## config.mk

```make
export PLATFORM = sky130hd
export DESIGN_NAME = rom_arbiter
export DESIGN_NICKNAME = d
export VERILOG_FILES = /design/src/rtl/rom_arbiter.sv
export SDC_FILE = /design/constraint.sdc
export NUM_CORES = 1
export LEC_CHECK = 0
export ABC_AREA = 1
export ABC_CLOCK_PERIOD_IN_PS = 10900
export CAP_MARGIN = 20
export CORE_AREA = 2 2 185 187
export CTS_CLUSTER_SIZE = 12
export DETAILED_ROUTE_END_ITERATION = 7
export DIE_AREA = 0 0 187 189
export PLACE_DENSITY = 0.63
export SETUP_SLACK_MARGIN = 0.2
export SLEW_MARGIN = 25
export SYNTH_ARGS = -nofsm -noshare
export SYNTH_HDL_FRONTEND = slang
export SYNTH_SLANG_ARGS = --single-unit
```

## constraint.sdc

```tcl
create_clock -name clk -period 10.9 [get_ports clk]
set_input_delay 2.18 -clock clk [delete_from_list [all_inputs] [get_ports clk]]
set_output_delay 2.18 -clock clk [all_outputs]
set_load 0.01 [all_outputs]
```

## src/rtl/rom_arbiter.sv

```systemverilog
// Two-port arbiter sharing the single genrom read port between core fetch (port 0) and a host reader (port 1).
// Define ROM_ARBITER_ROUND_ROBIN_EN for round-robin tie-breaking; otherwise port 0 has fixed priority.
module rom_arbiter #(
  parameter  int MEM_ADDR  = 6,
  parameter  int MEM_EXTRA = 4,
  localparam int AW        = MEM_ADDR + 1,
  localparam int DW        = (2 ** MEM_EXTRA) * 8
) (
  input  logic                 clk,
  input  logic                 reset,
  input  logic                 p0_req,
  input  logic [AW-1:0]        p0_addr,
  input  logic [MEM_EXTRA-1:0] p0_extra,
  input  logic [AW-1:0]        p0_lower,
  input  logic [AW-1:0]        p0_upper,
  output logic                 p0_ack,
  output logic [DW-1:0]        p0_data,
  output logic                 p0_error,
  input  logic                 p1_req,
  input  logic [AW-1:0]        p1_addr,
  input  logic [MEM_EXTRA-1:0] p1_extra,
  input  logic [AW-1:0]        p1_lower,
  input  logic [AW-1:0]        p1_upper,
  output logic                 p1_ack,
  output logic [DW-1:0]        p1_data,
  output logic                 p1_error,
  output logic [AW-1:0]        mem_addr,
  output logic [MEM_EXTRA-1:0] mem_extra,
  output logic [AW-1:0]        mem_lower_bound,
  output logic [AW-1:0]        mem_upper_bound,
  input  logic [DW-1:0]        mem_data,
  input  logic                 mem_error,
  output logic                 busy,
  output logic                 grant
);

  typedef enum logic [1:0] {S_IDLE, S_ISSUE, S_WAIT, S_ACK} state_t;

  state_t state, state_next;
  logic   do_grant;
  logic   pick;
  logic   arb_pick;
  logic   handoff;

`ifdef ROM_ARBITER_ROUND_ROBIN_EN
  logic last_served;

  // A tie goes to the port not served last; a lone request simply wins.
  assign arb_pick = (p0_req && p1_req) ? ~last_served : p1_req;
  assign handoff  = grant ? p0_req : p1_req;
`else
  assign arb_pick = ~p0_req;
  // After serving port 0, port 1 may only take over if port 0 is not asking again.
  assign handoff  = grant ? p0_req : (p1_req && !p0_req);
`endif

  always_comb begin
    // NOTE: every combinational output gets a default first so no path leaves it unassigned (no latch).
    state_next = state;
    do_grant   = 1'b0;
    pick       = grant;
    case (state)
      S_IDLE: begin
        if (p0_req || p1_req) begin
          do_grant   = 1'b1;
          pick       = arb_pick;
          state_next = S_ISSUE;
        end
      end
      S_ISSUE: state_next = S_WAIT;
      S_WAIT:  state_next = S_ACK;
      S_ACK: begin
        state_next = S_IDLE;
        if (handoff) begin
          do_grant   = 1'b1;
          pick       = ~grant;
          state_next = S_ISSUE;
        end
      end
      default: state_next = S_IDLE;
    endcase
  end

  // NOTE: state registers use non-blocking assignments so every flop sees pre-edge values.
  always_ff @(posedge clk or posedge reset) begin
    if (reset) begin
      state           <= S_IDLE;
      grant           <= 1'b0;
      mem_addr        <= '0;
      mem_extra       <= '0;
      mem_lower_bound <= '0;
      mem_upper_bound <= '0;
      p0_data         <= '0;
      p0_error        <= 1'b0;
      p1_data         <= '0;
      p1_error        <= 1'b0;
`ifdef ROM_ARBITER_ROUND_ROBIN_EN
      last_served     <= 1'b1;
`endif
    end else begin
      state <= state_next;
      if (do_grant) begin
        grant           <= pick;
        mem_addr        <= pick ? p1_addr  : p0_addr;
        mem_extra       <= pick ? p1_extra : p0_extra;
        mem_lower_bound <= pick ? p1_lower : p0_lower;
        mem_upper_bound <= pick ? p1_upper : p0_upper;
`ifdef ROM_ARBITER_ROUND_ROBIN_EN
        last_served     <= pick;
`endif
      end
      // Only the granted port's response registers move; the other port holds its last result.
      if (state == S_WAIT) begin
        if (grant) begin
          p1_data  <= mem_data;
          p1_error <= mem_error;
        end else begin
          p0_data  <= mem_data;
          p0_error <= mem_error;
        end
      end
    end
  end

  assign p0_ack = (state == S_ACK) && !grant;
  assign p1_ack = (state == S_ACK) &&  grant;
  assign busy   = (state != S_IDLE);

endmodule

```

### Word-level counts from Yosys, hierarchy flattened

Cells that the tools add are included.

| storage, ports and cells | value |
|---|---|
| input port bits | 183 |
| output and inout bits | 287 |
| latch bits | 0 |
| logic and storage cells | 40 |
| memory bits (writable) | 0 |
| bits in read-only memories | 0 |
| memories kept | 0 |
| flip-flop bits (word level) | 286 |

| operators by class | value |
|---|---|
| multiplexer cells | 14 |
| shifts and indexed selects | 0 |
| bitwise gates (word level) | 2 |
| $add $sub $neg | 0 |
| reductions and logical operators | 10 |
| $lt $le $gt $ge | 0 |
| eq/ne operators | 4 |
| $mul | 0 |
| div/mod/pow operators | 0 |

Operator list:

| cell | number |
|---|---|
| $mux W7 | 3 |
| $pmux W2 S4 | 1 |
| $mux W1 | 6 |
| $eq A2 B2 Y1 const B | 2 |
| $mux W4 | 1 |
| $pmux W1 S2 | 2 |
| $reduce_and A2 Y1 | 2 |
| $logic_and A1 B1 Y1 | 3 |
| $eq A2 B1 Y1 const B | 1 |
| $logic_not A1 Y1 | 2 |
| $logic_not A2 Y1 | 1 |
| $mux W2 | 1 |
| $ne A2 B2 Y1 const B | 1 |
| $not A1 Y1 | 2 |
| $reduce_bool A2 Y1 | 1 |
| $logic_or A1 B1 Y1 | 1 |

### Depth between registers and ports, before layout

Gate-level depths: netlist of the first run.

| depth | value |
|---|---|
| depth after elaboration | 6 |
| depth in mapped cells | 10 |
| depth with buffers taken out | 9 |

### Least setup slack after synthesis of the first run

No wires, ideal clock.

| path | value |
|---|---|
| path type | input to register |
| from | input port p0_req |
| to | register mem_addr[0] |
| path buffers | 1 |
| setup slack | 7.877 ns |
| library setup time | 0.117 ns |
| stages | 7 |
| arrival time | 2.906 ns |
| required time | 10.783 ns |
| cells stage by stage | nor2_1 nand3_4 nand2_4 buf_4 nand2_1 nand3_1 nand2_1 |

| on the way | value |
|---|---|
| longest elaborated chain between the ends | 6 |
| elaborated cells on any way between the ends | 12 |
| those cells by class | mux: 8; bitwise: 1; reduce/logical: 3 |

Ends and longest elaborated chain:

| element | line | source |
|---|---|---|
| start: declaration | 11 | `input logic p0_req,` |
| $logic_not A1 Y1 | 54 | `assign handoff = grant ? p0_req : (p1_req && !p0_req);` |
| $logic_and A1 B1 Y1 | 54 |  |
| $mux W1 | 54 |  |
| $mux W1 | 74 | `if (handoff) begin` |
| $pmux W1 S2 | 62 | `case (state)` |
| $mux W7 | 104 | `mem_addr <= pick ? p1_addr : p0_addr;` |
| end signal: assignment | 104 |  |
| end: declaration | 27 | `output logic [AW-1:0] mem_addr,` |

Several ways; a longest one is shown, not always the timed one.
A chain may end at the register's enable or synchronous reset.

==> results of run 1 <==
==> per-stage QoR <==
step	setup WS (ps)	instance area, sq um	power (uW)
2_1_floorplan	827.7	11150	2913
3_3_place_gp	6089	16170	4309
3_5_place_dp	6032	16170	4352
4_1_cts	6620	17170	5419
5_1_grt	6356	17210	5723
6_report	6729	17210	5362
==> per-layer routing <==
metal / up-vias / global-route usage / wire length (um)
li1: 4637 / - / -
met1: 4522 / 0.2375 / 14210
met2: 355 / 0.3290 / 16870
met3: 56 / 0.05283 / 2780
met4: 0 / 0.05769 / 945
met5: - / 0 / 0
==> cell usage in the layout (no fill, tap or decap) <==
master / netlist / final
clkdlybuf4s50_1: 0 / 469
nand2_1: 340 / 338
dfrtp_1: 286 / 286
o21ai_0: 261 / 261
inv_1: 187 / 186
nand3_1: 51 / 51
clkbuf_16: 0 / 31
clkbuf_1: 24 / 8
clkbuf_8: 0 / 8
buf_4: 5 / 6
nor2_1: 5 / 5
nand2_4: 2 / 4
clkinv_2: 0 / 4
ha_1: 3 / 3
diode_2: 0 / 2
inv_2: 2 / 2
bufinv_16: 0 / 2
nor2_2: 1 / 1
inv_8: 0 / 1
nand3_2: 1 / 1
nand4_1: 1 / 1
nand3_4: 1 / 1
nand2_2: 1 / 1
a22o_1: 1 / 1
clkinv_4: 0 / 1
buf_6: 0 / 1
buf_16: 0 / 1
==> cell type report <==
class	instances	share of cell area
clock buffer	47	0.05322
sequential	286	0.4159
inverter	189	0.04166
antenna	2	0.0002908
multi-input combinational	668	0.1735
clock inverter	7	0.005162
timing repair buffer	477	0.2777
tap	448	0.03257
==> critical path, cell delays in order <==
cell             delay (ps)
clkdlybuf4s50_1         490
inv_8                   580
buf_4                   580
buf_4                   790
==> registers in the layout, summed over array words and instances, names as in the netlist, named ones only <==
signal and flops:
state 2, p1_data 128, mem_extra 4, mem_upper_bound 7, mem_addr 7, p0_data 128
mem_lower_bound 7, p0_error 1, p1_error 1
==> power by group <==
part | leakage [uW] | switching, uW | internal [uW]
clock network | 0.000497 | 413 | 620
logic | 0.00438 | 1190 | 1230
registers | 0.00348 | 303 | 1600
==> cells by family (layout without fill, tap and decap cells) <==
kind of cell / after synthesis / in the layout / share of synthesized area
and+or+nand+nor: 403 / 403 / 0.1452
other: 0 / 2 / 0
DFF: 286 / 286 / 0.6419
buffers and inverters: 255 / 720 / 0.09157
adders and majority gates: 3 / 3 / 0.003367
AOI/OAI and AO/OA: 262 / 262 / 0.1179
==> worst max-delay path by stage <==
| stage | from | end | slack, ps | cells after the start |
|---|---|---|---|---|
| global placement | reset | p0_data[58] | 6090 | 4 |
| CTS | reset | p0_data[50] | 6620 | 4 |
| finish | reset | p1_data[51] | 6730 | 4 |
| detailed placement | reset | p0_data[58] | 6030 | 4 |
| global route | reset | p1_data[33] | 6360 | 4 |
| floorplan | reset | asynchronous set/reset pin | 830 | 1 |
==> results.cfg, run 1 <==
[cts]
htreeDepth = 1
postCtsHoldBufs = 0
clk_pin_slew_worst_paths_ps = 60
cts_resized = 0
post_cts_buffers = 0
numCtsBuffers = 31
root_buffer = clkbuf_16
clock_sinks = 286
clk_latency_ps = 540
cts_tree = yes
clock_path_buffers = 3

[worst_setup_path]
cp.required_ps = 11450
cp_max_fo = 113
cp.arrival_ps = 4720
start_kind = input port
end_kind = asynchronous set/reset pin
timing.rr.start = state[0]
worstReg2RegEnd = p1_data[60]
reg2reg_setup_slack_ps = 8350
reg2reg_depth = 5
crit_type = in2async

[placed_design]
gp_congestion = 0.8770
port_buffers = 469
placed_cells = 2067
dp_hpwl_um = 25000

[global_routing]
antenna_found_initial = 2
grt_use_total = 0.1922
grt_pass1_wl_um = 54370
grt_pass1_vias = 9531
grt_max_degree = 117
overflow = 0

[layout]
drive_gt1_frac = 0.03883
multi_input_area_sq_mm = 0.002987
fin_util = 0.5171
area_growth_pct = 54.35
layout.cells.non_filler = 2124
final_net_count = 1839
final.fill_count = 3106
register_area_sq_mm = 0.007157

[synth]
syn_nets = 1395
synth_seq_area_share = 0.6419
netlist_top_cells_area = dfrtp_1 64%, o21ai_0 12%, nand2_1 11%
synth.largest_area_cell = dfrtp_1
synth_warnings = 0
synth_top_area_frac = 0.6419
synthArstFlopShare = 1.000
syn_area_sq_mm = 0.01115
synth_cells = 1209
syn_area_per_cell_sq_um = 9.222
ys_ff_latch = 286
post-synth-top-count-cell = nand2_1
synth_flop_cell = dfrtp_1
ys_types = 19
synth_edf_count = 0
netlist_top_cells_count = 340 x nand2_1, 286 x dfrtp_1, 261 x o21ai_0

[sta]
rsz0062_at_grt = no
fin_setup_tns_ps = 0
max_slew_margin = 0.3737
slew_viol_final = 0
finClkSkew_ps = 13.89
holdWs_ps = 479.6
setup_viol = 0
period_minus_slack_ps = 4171
hold_viol = 0
worst_pin_slew_ps = 939.5
fmax_mhz = 239.7
fin_crit_sh = 0.3827

[floorplan]
initial_utilization = 0.3350
core-area_sq_mm = 0.03328
core.rowCount = 67
die_y_um = 189
io_pins = 470
die_area_sq_mm = 0.03534
die_w_um = 187

[worst_hold_path]
holdPathEnd = p1_data[2]
hold_path_class = reg2reg
min_from = p1_data[2]
hold_depth = 2

[drt]
wl_per_cell_um = 16.39
drc = 0
vias = 9570
drt-total-wl_um = 34810
viasPerCell = 4.506
first_pass_iters = 4
postRouteAntennaNets = 0
first_iter_violations = 435

[power]
p_leak_uw = 0.008363
peakVddDrop_uv = 133.2
p_per_area_mw_per_mm2 = 311.6

[run]
maxCapViolations = 0

[outcome]
outcome = completed
Note: power is estimated with default switching activity, not from simulation.
==> inputs of run 2 (changes only) <==
--- a/config.mk
+++ b/config.mk
@@ -6,13 +6,13 @@
 export NUM_CORES = 1
 export LEC_CHECK = 0
 export ABC_AREA = 1
-export ABC_CLOCK_PERIOD_IN_PS = 10900
+export ABC_CLOCK_PERIOD_IN_PS = 3400
 export CAP_MARGIN = 20
-export CORE_AREA = 2 2 185 187
+export CORE_AREA = 2 2 183 185
 export CTS_CLUSTER_SIZE = 12
 export DETAILED_ROUTE_END_ITERATION = 7
-export DIE_AREA = 0 0 187 189
-export PLACE_DENSITY = 0.63
+export DIE_AREA = 0 0 185 187
+export PLACE_DENSITY = 0.67
 export SETUP_SLACK_MARGIN = 0.2
 export SLEW_MARGIN = 25
 export SYNTH_ARGS = -nofsm -noshare
==> constraint.sdc (replaced) <==
create_clock -name clk -period 3.4 [get_ports clk]
set_input_delay 0.68 -clock clk [delete_from_list [all_inputs] [get_ports clk]]
set_output_delay 0.68 -clock clk [all_outputs]
set_load 0.01 [all_outputs]
==> results.cfg, run 2 (synthesized netlist as in run 1, its figures left out) <==
[cts]
htreeDepth = 1
cts_resized = 0
clock_path_buffers = 3
clock_sinks = 286
root_buffer = clkbuf_16
cts_tree = yes
clk_pin_slew_worst_paths_ps = 60
clk_latency_ps = 560
numCtsBuffers = 31
post_cts_buffers = 0
postCtsHoldBufs = 0

[worst_setup_path]
crit_chain = inv_1, ha_1, inv_1, clkdlybuf4s50_1
crit_type = reg2out
crit_family = buffers and inverters
cp.required_ps = 2720
crit_buf_inv = 3
start_kind = flop
cp.arrival_ps = 1950
cp_max_fo = 4
end_kind = primary output
crit_top_cell = inv_1
cpMaxStageDelayCell = clkdlybuf4s50_1
max_stage_delay_ps = 590

[sta]
worst_pin_slew_ps = 895.4
rsz0062_at_grt = no
period_minus_slack_ps = 2635
max_slew_margin = 0.4018
finClkSkew_ps = 20.43
fin_crit_sh = 0.7749
hold_viol = 0
slew_viol_final = 0
setup_viol = 0
fmax_mhz = 379.6

[floorplan]
die_y_um = 187
core-area_sq_mm = 0.03286
initial_utilization = 0.3393
io_pins = 470
die_area_sq_mm = 0.03460
core.rowCount = 67
die_w_um = 185

[power]
p_sw_uw = 6099
p_per_area_mw_per_mm2 = 984.6
p_seq_frac = 0.358
combPwrFrac = 0.456
peakVddDrop_uv = 462.7
swShare = 0.3571
p_leak_uw = 0.008435
finalPower_uw = 17080
p_int_uw = 10980
clkPwrFrac = 0.185

[drt]
postRouteAntennaNets = 0
drt-total-wl_um = 34880
drc = 0
wl_per_cell_um = 16.34
viasPerCell = 4.493
first_pass_iters = 5
vias = 9589
first_iter_violations = 491

[run]
maxCapViolations = 0

[global_routing]
grt_max_degree = 111
grt_util_met3 = 0.06308
grt_pass1_wl_um = 54940
grt_pass1_vias = 9725
use_met2 = 0.3443
globalRouteMet1Util = 0.2423
grt_use_total = 0.2005
top_usage_layer = met2
overflow = 0
antenna_found_initial = 0

[worst_hold_path]
hold_path_class = reg2reg

[layout]
top_regs = p0_data x128, p1_data x128
antennaDiodeCount = 0
stdcell_area_sq_mm = 0.01735
final.fill_count = 3031
mostFrequentLayoutCells = 469 x clkdlybuf4s50_1, 338 x nand2_1, 286 x dfrtp_1
area_growth_pct = 55.58
final_net_count = 1851
drive_gt1_frac = 0.04508
final_common_cell = clkdlybuf4s50_1

[placed_design]
place_area_sq_mm = 0.01640
gp_congestion = 0.8244
dp_hpwl_um = 25480
port_buffers = 469

[outcome]
outcome = completed
==> run 2: cell types whose count changed in the layout (fill, tap and decap cells not counted), sizes merged <==
| cell | before | now |
|---|---|---|
| buf | 8 | 20 |
| clkbuf | 47 | 44 |
| clkinvlp | 0 | 1 |
| diode | 2 | 0 |
| bufinv | 2 | 1 |
| clkinv | 5 | 7 |
| inv | 189 | 190 |
==> run 2: metal layers <==
layer | up-vias | share of wire
met2 | 370 | 0.49
met3 | 57 | 0.093
met4 | 0 | 0.026
met5 | - | 0
met1 | 4496 | 0.39
li1 | 4666 | -
==> run 2: layout make-up <==
| type | instances | area, sq um | area share |
|---|---|---|---|
| Timing Repair Buffer | 489 | 4982 | 0.2872 |
| Clock buffer | 44 | 864.6 | 0.04984 |
| Multi-Input combinational cell | 668 | 2987 | 0.1722 |
| Clock inverter | 10 | 82.58 | 0.004761 |
| Tap cell | 448 | 560.5 | 0.03231 |
| Inverter | 189 | 713.2 | 0.04111 |
| Sequential cell | 286 | 7157 | 0.4126 |
==> run 2: path summary, 6_finish.rpt <==
| path | from | cells after the start | endpoint | slack (ps) |
|---|---|---|---|---|
| max | state[0] | 4 | busy | 770 |
| min | p1_data[8] | 2 | p1_data[8] | 480 |
| max reg2reg | state[0] | 7 | mem_upper_bound[0] | 1350 |
| min reg2reg | p1_data[8] | 2 | p1_data[8] | 480 |
| max in group asynchronous | reset | 3 | p1_data[104] | 2000 |
| min in group asynchronous | reset | 2 | p0_data[113] | 670 |
==> run 2: power groups by stage <==
stage	clock network [uW]	registers (uW)	logic, uW
final	3170	6120	7790
after global routing	3430	6330	8550
after CTS	3270	6130	7900
after detailed placement	0	6140	7880
after global placement	0	6110	7750
after floorplan	0	6840	2500
==> run 2: through the flow <==
step	std cells	util	setup TNS, ps	hold WS (ps)	setup slack (ps)
global placement	2080	0.4990	0	466.0	947.6
finish	2134	0.5279	0	481.4	765.3
global route	2134	0.5279	0	500.2	645.3
CTS	2134	0.5279	0	487.5	715.5
floorplan	1209	-	-306370	510.1	-1071
detailed placement	2080	0.4990	0	472.3	867.2
==> run 2: worst reg2reg max path: cells and delay by family (launching register included) <==
family	cells	cell delay (ps)
and+or+nand+nor	4	720
buffers and inverters	2	530
DFF	1	390
adders and majority gates	1	350
==> inputs of run 3 (changes only) <==
--- a/config.mk
+++ b/config.mk
@@ -6,7 +6,7 @@
 export NUM_CORES = 1
 export LEC_CHECK = 0
 export ABC_AREA = 1
-export ABC_CLOCK_PERIOD_IN_PS = 3400
+export ABC_CLOCK_PERIOD_IN_PS = 2400
 export CAP_MARGIN = 20
 export CORE_AREA = 2 2 183 185
 export CTS_CLUSTER_SIZE = 12
==> constraint.sdc (replaced) <==
create_clock -name clk -period 2.4 [get_ports clk]
set_input_delay 0.48 -clock clk [delete_from_list [all_inputs] [get_ports clk]]
set_output_delay 0.48 -clock clk [all_outputs]
set_load 0.01 [all_outputs]
==> results.cfg, run 3 (synthesized netlist as in run 1, its figures left out) <==
[outcome]
outcome = completed

[global_routing]
grt_max_degree = 98
overflow = 0
grt_pass1_vias = 9534
grt_use_total = 0.1950
grt_pass1_wl_um = 53190
antenna_found_initial = 0

[drt]
viasPerCell = 4.438
drc = 0
wl_per_cell_um = 15.87
drt-total-wl_um = 34040
vias = 9519
first_iter_violations = 541
postRouteAntennaNets = 0
first_pass_iters = 5

[layout]
final_common_cell = clkdlybuf4s50_1
mostFrequentLayoutCells = 466 x clkdlybuf4s50_1, 338 x nand2_1, 285 x dfrtp_1
area_growth_pct = 56.86
fin_util = 0.5322
antennaDiodeCount = 0
drive_gt1_frac = 0.05539
layout.cells.non_filler = 2145
final_net_count = 1863
top_regs = p0_data x128, p1_data x128

[placed_design]
dp_slack_ps = 370.5
gp_congestion = 0.8724
dp_hpwl_um = 25190
port_buffers = 469
placed_cells = 2086

[floorplan]
io_pins = 470
die_w_um = 185
initial_utilization = 0.3393
core.rowCount = 67
die_y_um = 187
core-area_sq_mm = 0.03286
die_area_sq_mm = 0.03460

[sta]
worst_pin_slew_ps = 477.9
setup_viol = 0
max_slew_margin = 0.6809
period_minus_slack_ps = 2049
worst_slack_ps = 350.7
fin_crit_sh = 0.8539
fmax_mhz = 488.0
slew_viol_final = 0
hold_viol = 0
holdWs_ps = 347.7
finClkSkew_ps = 13.52
rsz0062_at_grt = no

[cts]
cts_tree = yes
htreeDepth = 2
root_buffer = clkbuf_16
clock_path_buffers = 3
postCtsHoldBufs = 0
clk_latency_ps = 500
numCtsBuffers = 34
clk_pin_slew_worst_paths_ps = 60
clock_sinks = 286

[worst_setup_path]
timing.rr.start = state[0]
cp_max_fo = 7
crit_chain = clkdlybuf4s50_1
cp.required_ps = 1920
start_kind = flop
crit_type = reg2out
cp.arrival_ps = 1570
cpMaxStageDelayCell = clkdlybuf4s50_1
end_kind = primary output
max_stage_delay_ps = 590
crit_family = buffers and inverters
crit_buf_inv = 1

[worst_hold_path]
hold_path_class = in2async

[run]
maxCapViolations = 0

[power]
peakVddDrop_uv = 709.2
p_leak_uw = 0.008520
p_per_area_mw_per_mm2 = 1401
finalPower_uw = 24500
[run 3: changes by cell type in the layout (fill, tap and decap cells not counted), moves of 3 or more]
cell / previous run / this run
clkdlybuf4s50_1: 469 / 466
buf_4: 9 / 19
clkbuf_1: 9 / 5
clkbuf_16: 31 / 35
clkinvlp_4: 1 / 4
[run 3: power breakdown]
part           internal (uW)  total [uW]  switching (uW)  leakage, uW
combinational           5740       11100            5350      0.00454
clock                   2790        4760            1970     0.000503
sequential              7290        8640            1350      0.00348
total                  15800       24500            8680      0.00852
[run 3: path summary, 6_finish.rpt]
kind	cells past startpoint	endpoint	slack (ps)
worst max-delay path	1	grant	350
worst min-delay path	2	p1_data[0]	350
worst max register to register	7	mem_addr[0]	540
worst min register to register	2	mem_lower_bound[3]	480
max in group asynchronous	4	p1_data[85]	1330
min in group clk	2	mem_lower_bound[3]	480
[run 3: area by class of cell]
type | count | area [sq um]
fillers | 2963 | 15370
inverters | 189 | 713.2
repair buffers | 498 | 5034
clock inverters | 12 | 75.07
well taps | 448 | 560.5
clock buffers | 44 | 949.7
multi-input cells | 668 | 2999
flip-flops and latches | 286 | 7158
[run 3: what timing repair did]
item	CTS	global route
gates resized for setup	5	3
setup buffers	2	1
pin swaps	0	0
setup endpoints to repair	4	2
[run 3: stage by stage]
stage	instance area, sq um	TNS (ps)
2_1_floorplan	11150	-535170
3_3_place_gp	16430	0
3_5_place_dp	16430	0
4_1_cts	17480	0
5_1_grt	17490	0
6_report	17490	0
[run 3: routing by layer]
metal / part of all wire / global-route usage
met1: 0.39 / 0.2308
met2: 0.48 / 0.3283
met3: 0.091 / 0.06562
met4: 0.036 / 0.07112
met5: 0 / 0
==> edit 1 (flow settings as in run 3) <==
Change the parameter `MEM_ADDR` from 6 to 8.
--- a/src/rtl/rom_arbiter.sv
+++ b/src/rtl/rom_arbiter.sv
@@ -3,3 +3,3 @@
 module rom_arbiter #(
-  parameter  int MEM_ADDR  = 6,
+  parameter  int MEM_ADDR  = 8,
   parameter  int MEM_EXTRA = 4,
Ports: changed (9 resized); port bits go from 470 to 488. The function was not compared with the original's and may differ.
==> edit 1 against run 3 <==
Sequential cell count is 6 higher; wire length is 5.7% higher; register-to-register slack worse by 0.03 ns; highest routed layer unchanged; total power is 3.6% higher; count of clock-buffer cells in the layout is 3 higher; first-iteration DRC count is 0.18% lower; design area is 3.1% higher; area after synthesis is 3.1% higher; hold slack worse by 0.11 ns; worst setup slack worse by 0.060 ns.
==> edit 1: results (changes against run 3) <==
stage,metric,value,unit,change
power_and_ir_drop,p_leak,8.80,nW,was 8.52 nW
power_and_ir_drop,p_switching,0.00895,W,was 0.00868 W
setup_path,critical_path.slowest_cell,dfrtp_1,,was clkdlybuf4s50_1
power_and_ir_drop,ir_worst_vdd,0.921,mV,was 0.709 mV
setup_path,reg2reg_slack,0.51,ns,was 0.54 ns
global_route,grt_util_met3,6.44,%,was 6.56%
global_route,grt_pass1_wl,56.0,mm,was 53.2 mm
global_route,grt.met1_usage,24.3,%,was 23.1%
logic_synthesis,synthAdderAreaFrac,0.327,%,was 0.337%
power_and_ir_drop,p_per_area,1410,nW/µm²,was 1400 nW/µm²
run_status,outcome,"complete, no violations",,unchanged
logic_synthesis,ys_types,17,,was 19
global_route,grt_pass1_vias,10313,,was 9534
setup_path,cp.arrival,1.63,ns,was 1.57 ns
placement,port_buffers,487,,was 469
layout,final_layout_size_suffix_gt1_share,4.93,%,was 5.54%
power_and_ir_drop,seq_cell_power,0.00884,W,was 0.00864 W
setup_path,ff2ff_path_depth,8,,was 7
layout,final_cell_area,18000,µm²,was 17500 µm²
layout,nets,1939,,was 1863
timing,tightest_slew,0.618,ns,was 0.478 ns
placement,routabilityCongestion,0.869,,was 0.872
layout,num-fill-cells,2932,,was 2963
logic_synthesis,yosysSeqAreaShare,63.6,%,was 64.2%
setup_path,cpPeakStageDelay,0.40,ns,was 0.59 ns
placement,dpl.hpwl,26.5,mm,was 25.2 mm
logic_synthesis,synth_area_leaders,"dfrtp_1 (64%), nand2_1 (12%), o21ai_0 (11%)",,"was dfrtp_1 (64%), o21ai_0 (12%), nand2_1 (11%)"
placement,dp_slack,0.308,ns,was 0.370 ns
power_and_ir_drop,p_clk_share,19.6,%,was 19.4%
route,wire_per_inst,16.3,µm,was 15.9 µm
timing,fin_skew,0.0225,ns,was 0.0135 ns
setup_path,crit_fanout,4,,was 7
[edit 1: layout make-up]
type	instances	area share, %
diodes	1	0.0139
repair buffers	514	29.0
flip-flops and latches	292	40.5
clock buffers	47	5.28
well taps	448	3.11
multi-input cells	698	17.2
inverters	201	4.21
clock inverters	11	0.652
[edit 1: worst paths after layout]
path / startpoint / end
max reg2reg: state[0] / mem_extra[2]
max: state[0] / busy
max in group asynchronous: reset / p0_data[39]
min in group clk: p0_data[49] / p0_data[49]
min reg2reg: p0_data[49] / p0_data[49]
min: reset / p1_data[127]
[edit 1: repair_timing]
item,in CTS,in global routing
endpoints found under the setup margin,3,3
gates resized for setup,4,2
setup buffers,0,0
hold buffers,0,0
[edit 1: metal layers]
layer / share of wire (%) / up-vias
met1: 39 / 4751
met5: 0 / -
met4: 3.1 / 0
met2: 48 / 403
met3: 9.6 / 65
li1: - / 4862
==> edit 2 (config.mk and constraints of run 3) <==
Without the edit above. Register the output `p0_error` once more; this adds one clock of latency there. The other outputs are not delayed to match.
--- a/src/rtl/rom_arbiter.sv
+++ b/src/rtl/rom_arbiter.sv
@@ -37,2 +37,4 @@
   typedef enum logic [1:0] {S_IDLE, S_ISSUE, S_WAIT, S_ACK} state_t;
+
+  logic p0_error_s0;
 
@@ -93,3 +95,3 @@
       p0_data         <= '0;
-      p0_error        <= 1'b0;
+      p0_error_s0     <= 1'b0;
       p1_data         <= '0;
@@ -118,3 +120,3 @@
           p0_data  <= mem_data;
-          p0_error <= mem_error;
+          p0_error_s0 <= mem_error;
         end
@@ -128,2 +130,6 @@
 
+  always_ff @(posedge clk) begin
+    p0_error <= p0_error_s0;
+  end
+
 endmodule
Check against the original RTL: not equivalent (Yosys sat finds a counterexample within 4 cycles, from zero or initial values and one cycle with reset high).
==> edit 2 against run 3 <==
Design area shrank 0.49%; highest routed layer unchanged; core utilization shrank 0.26 points; sequential power is essentially flat; sequential cell count grew 1; final cell count shrank 0.37%; worst setup slack lost 0.071 ns; wire length grew 1.6%; area after synthesis grew 0.18%; critical path depth is the same; synthesized cell count is essentially flat; die area is the same; total power shrank 0.73%.
==> edit 2: results (changes against run 3) <==
stage,metric,value,unit,change
route,via_per_inst,4.52,,was 4.44
layout,final_layout_size_suffix_gt1_share,4.91,%,was 5.54%
global_route,grt_usage,19.7,%,was 19.5%
placement,routabilityCongestion,0.897,,was 0.872
logic_synthesis,synth_cells,1210,,was 1209
layout,reg.largest.list,"p0_data: 128 flops, p1_data: 128 flops",,unchanged
logic_synthesis,async_reset_ff_share,99.7,%,was 100%
logic_synthesis,yosysSeqAreaShare,64.3,%,was 64.2%
placement,dp_cells,2082,,was 2086
min_path,min_path_type,in -> async,,unchanged
placement,dp_slack,0.363,ns,was 0.370 ns
global_route,grt_max_degree,133,,was 98
route,totalWireLength,34.6,mm,was 34.0 mm
setup_path,cpPeakStageDelay,0.61,ns,was 0.59 ns
cts,insertion_delay,0.56,ns,was 0.50 ns
cts,htree_levels,1,,was 2
global_route,antenna_found_initial,0,,unchanged
power_and_ir_drop,ir_worst_vdd,0.657,mV,was 0.709 mV
logic_synthesis,synth.largest_area_cell,dfrtp_1,,unchanged
global_route,grt_pass1_vias,9610,,was 9534
global_route,grt_pass1_wl,54.1,mm,was 53.2 mm
cts,cts-buffers-inserted,31,,was 34
logic_synthesis,synth_area_leaders,"dfrtp_1 (64%), o21ai_0 (12%), nand2_1 (11%)",,unchanged
logic_synthesis,ys_types,20,,was 19
layout,nets,1854,,was 1863
power_and_ir_drop,p_leak,8.46,nW,was 8.52 nW
run_status,outcome,"complete, no violations",,unchanged
route,postRouteAntennaNets,0,,unchanged
placement,dpl.hpwl,25.1,mm,was 25.2 mm
setup_path,r2r-start,state[0],,unchanged
cts,cts_resized,6,,was 5
placement,place_area,16400,µm²,about the same
route,drt_iter0_drc,481,,was 541
timing,tightest_slew,0.549,ns,was 0.478 ns
layout,num-fill-cells,3039,,was 2963
setup_path,cp_top_family,buffers and inverters,,unchanged
timing,fin_skew,0.0255,ns,was 0.0135 ns
cts,post_cts.repair.setup_buffers,1,,was 2
logic_synthesis,syn-num-nets,1396,,was 1395
logic_synthesis,ys_ff_latch,287,,was 286
route,dr.pass1.iters,5,,unchanged
setup_path,cp.arrival,1.64,ns,was 1.57 ns
route,wire_per_inst,16.2,µm,was 15.9 µm
placement,port_buffers,469,,unchanged
==> edit 2: cell families after synthesis <==
family | share of synthesized area (%)
flip-flops | 64.3
adder cells (fa/ha/maj) | 0.336
AND/OR/NAND/NOR | 14.5
buffers and inverters | 9.14
AO/OA/AOI/OAI | 11.8
==> edit 2: report_power, final <==
group          switching, W  internal [W]
Clock               0.00189       0.00260
Combinational       0.00541       0.00575
Sequential          0.00136       0.00731
==> edit 2: path summary, 6_finish.rpt <==
| check | end | slack, ns | depth (start not counted) |
|---|---|---|---|
| worst max-delay path | grant | 0.28 | 1 |
| worst min register to register | p0_error | 0.37 | 0 |
| worst min-delay path | p1_data[119] | 0.16 | 2 |
| worst max register to register | mem_addr[0] | 0.56 | 7 |
| max in group asynchronous | p1_data[63] | 1.38 | 4 |
| min in group clk | p0_error | 0.37 | 0 |
==> edit 2: worst reg2reg max path, delay by kind of cell (launching register included) <==
kind | cells | cell delay [ns]
buf+inv | 2 | 0.45
fa+ha+maj | 1 | 0.35
flops | 1 | 0.43
simple gates | 4 | 0.56
==> edit 2: cell type report <==
| type | instances | area [µm²] | share of cell area, % |
|---|---|---|---|
| clock buffer | 46 | 912 | 5.24 |
| clock inverter | 8 | 50.0 | 0.288 |
| inverter | 189 | 713 | 4.10 |
| multi-input combinational | 668 | 3000 | 17.2 |
| sequential | 287 | 7180 | 41.2 |
| tap | 448 | 561 | 3.22 |
| timing repair buffer | 491 | 4990 | 28.7 |
==> edit 2: layer usage <==
layer / up-vias / track usage [%] / routed length, µm / share of wire [%]
met2: 368 / 33.9 / 17100 / 49
li1: 4664 / - / - / -
met4: 0 / 5.34 / 836 / 2.4
met1: 4558 / 23.7 / 13600 / 39
met3: 59 / 5.96 / 3090 / 8.9
met5: - / 0 / 0 / 0
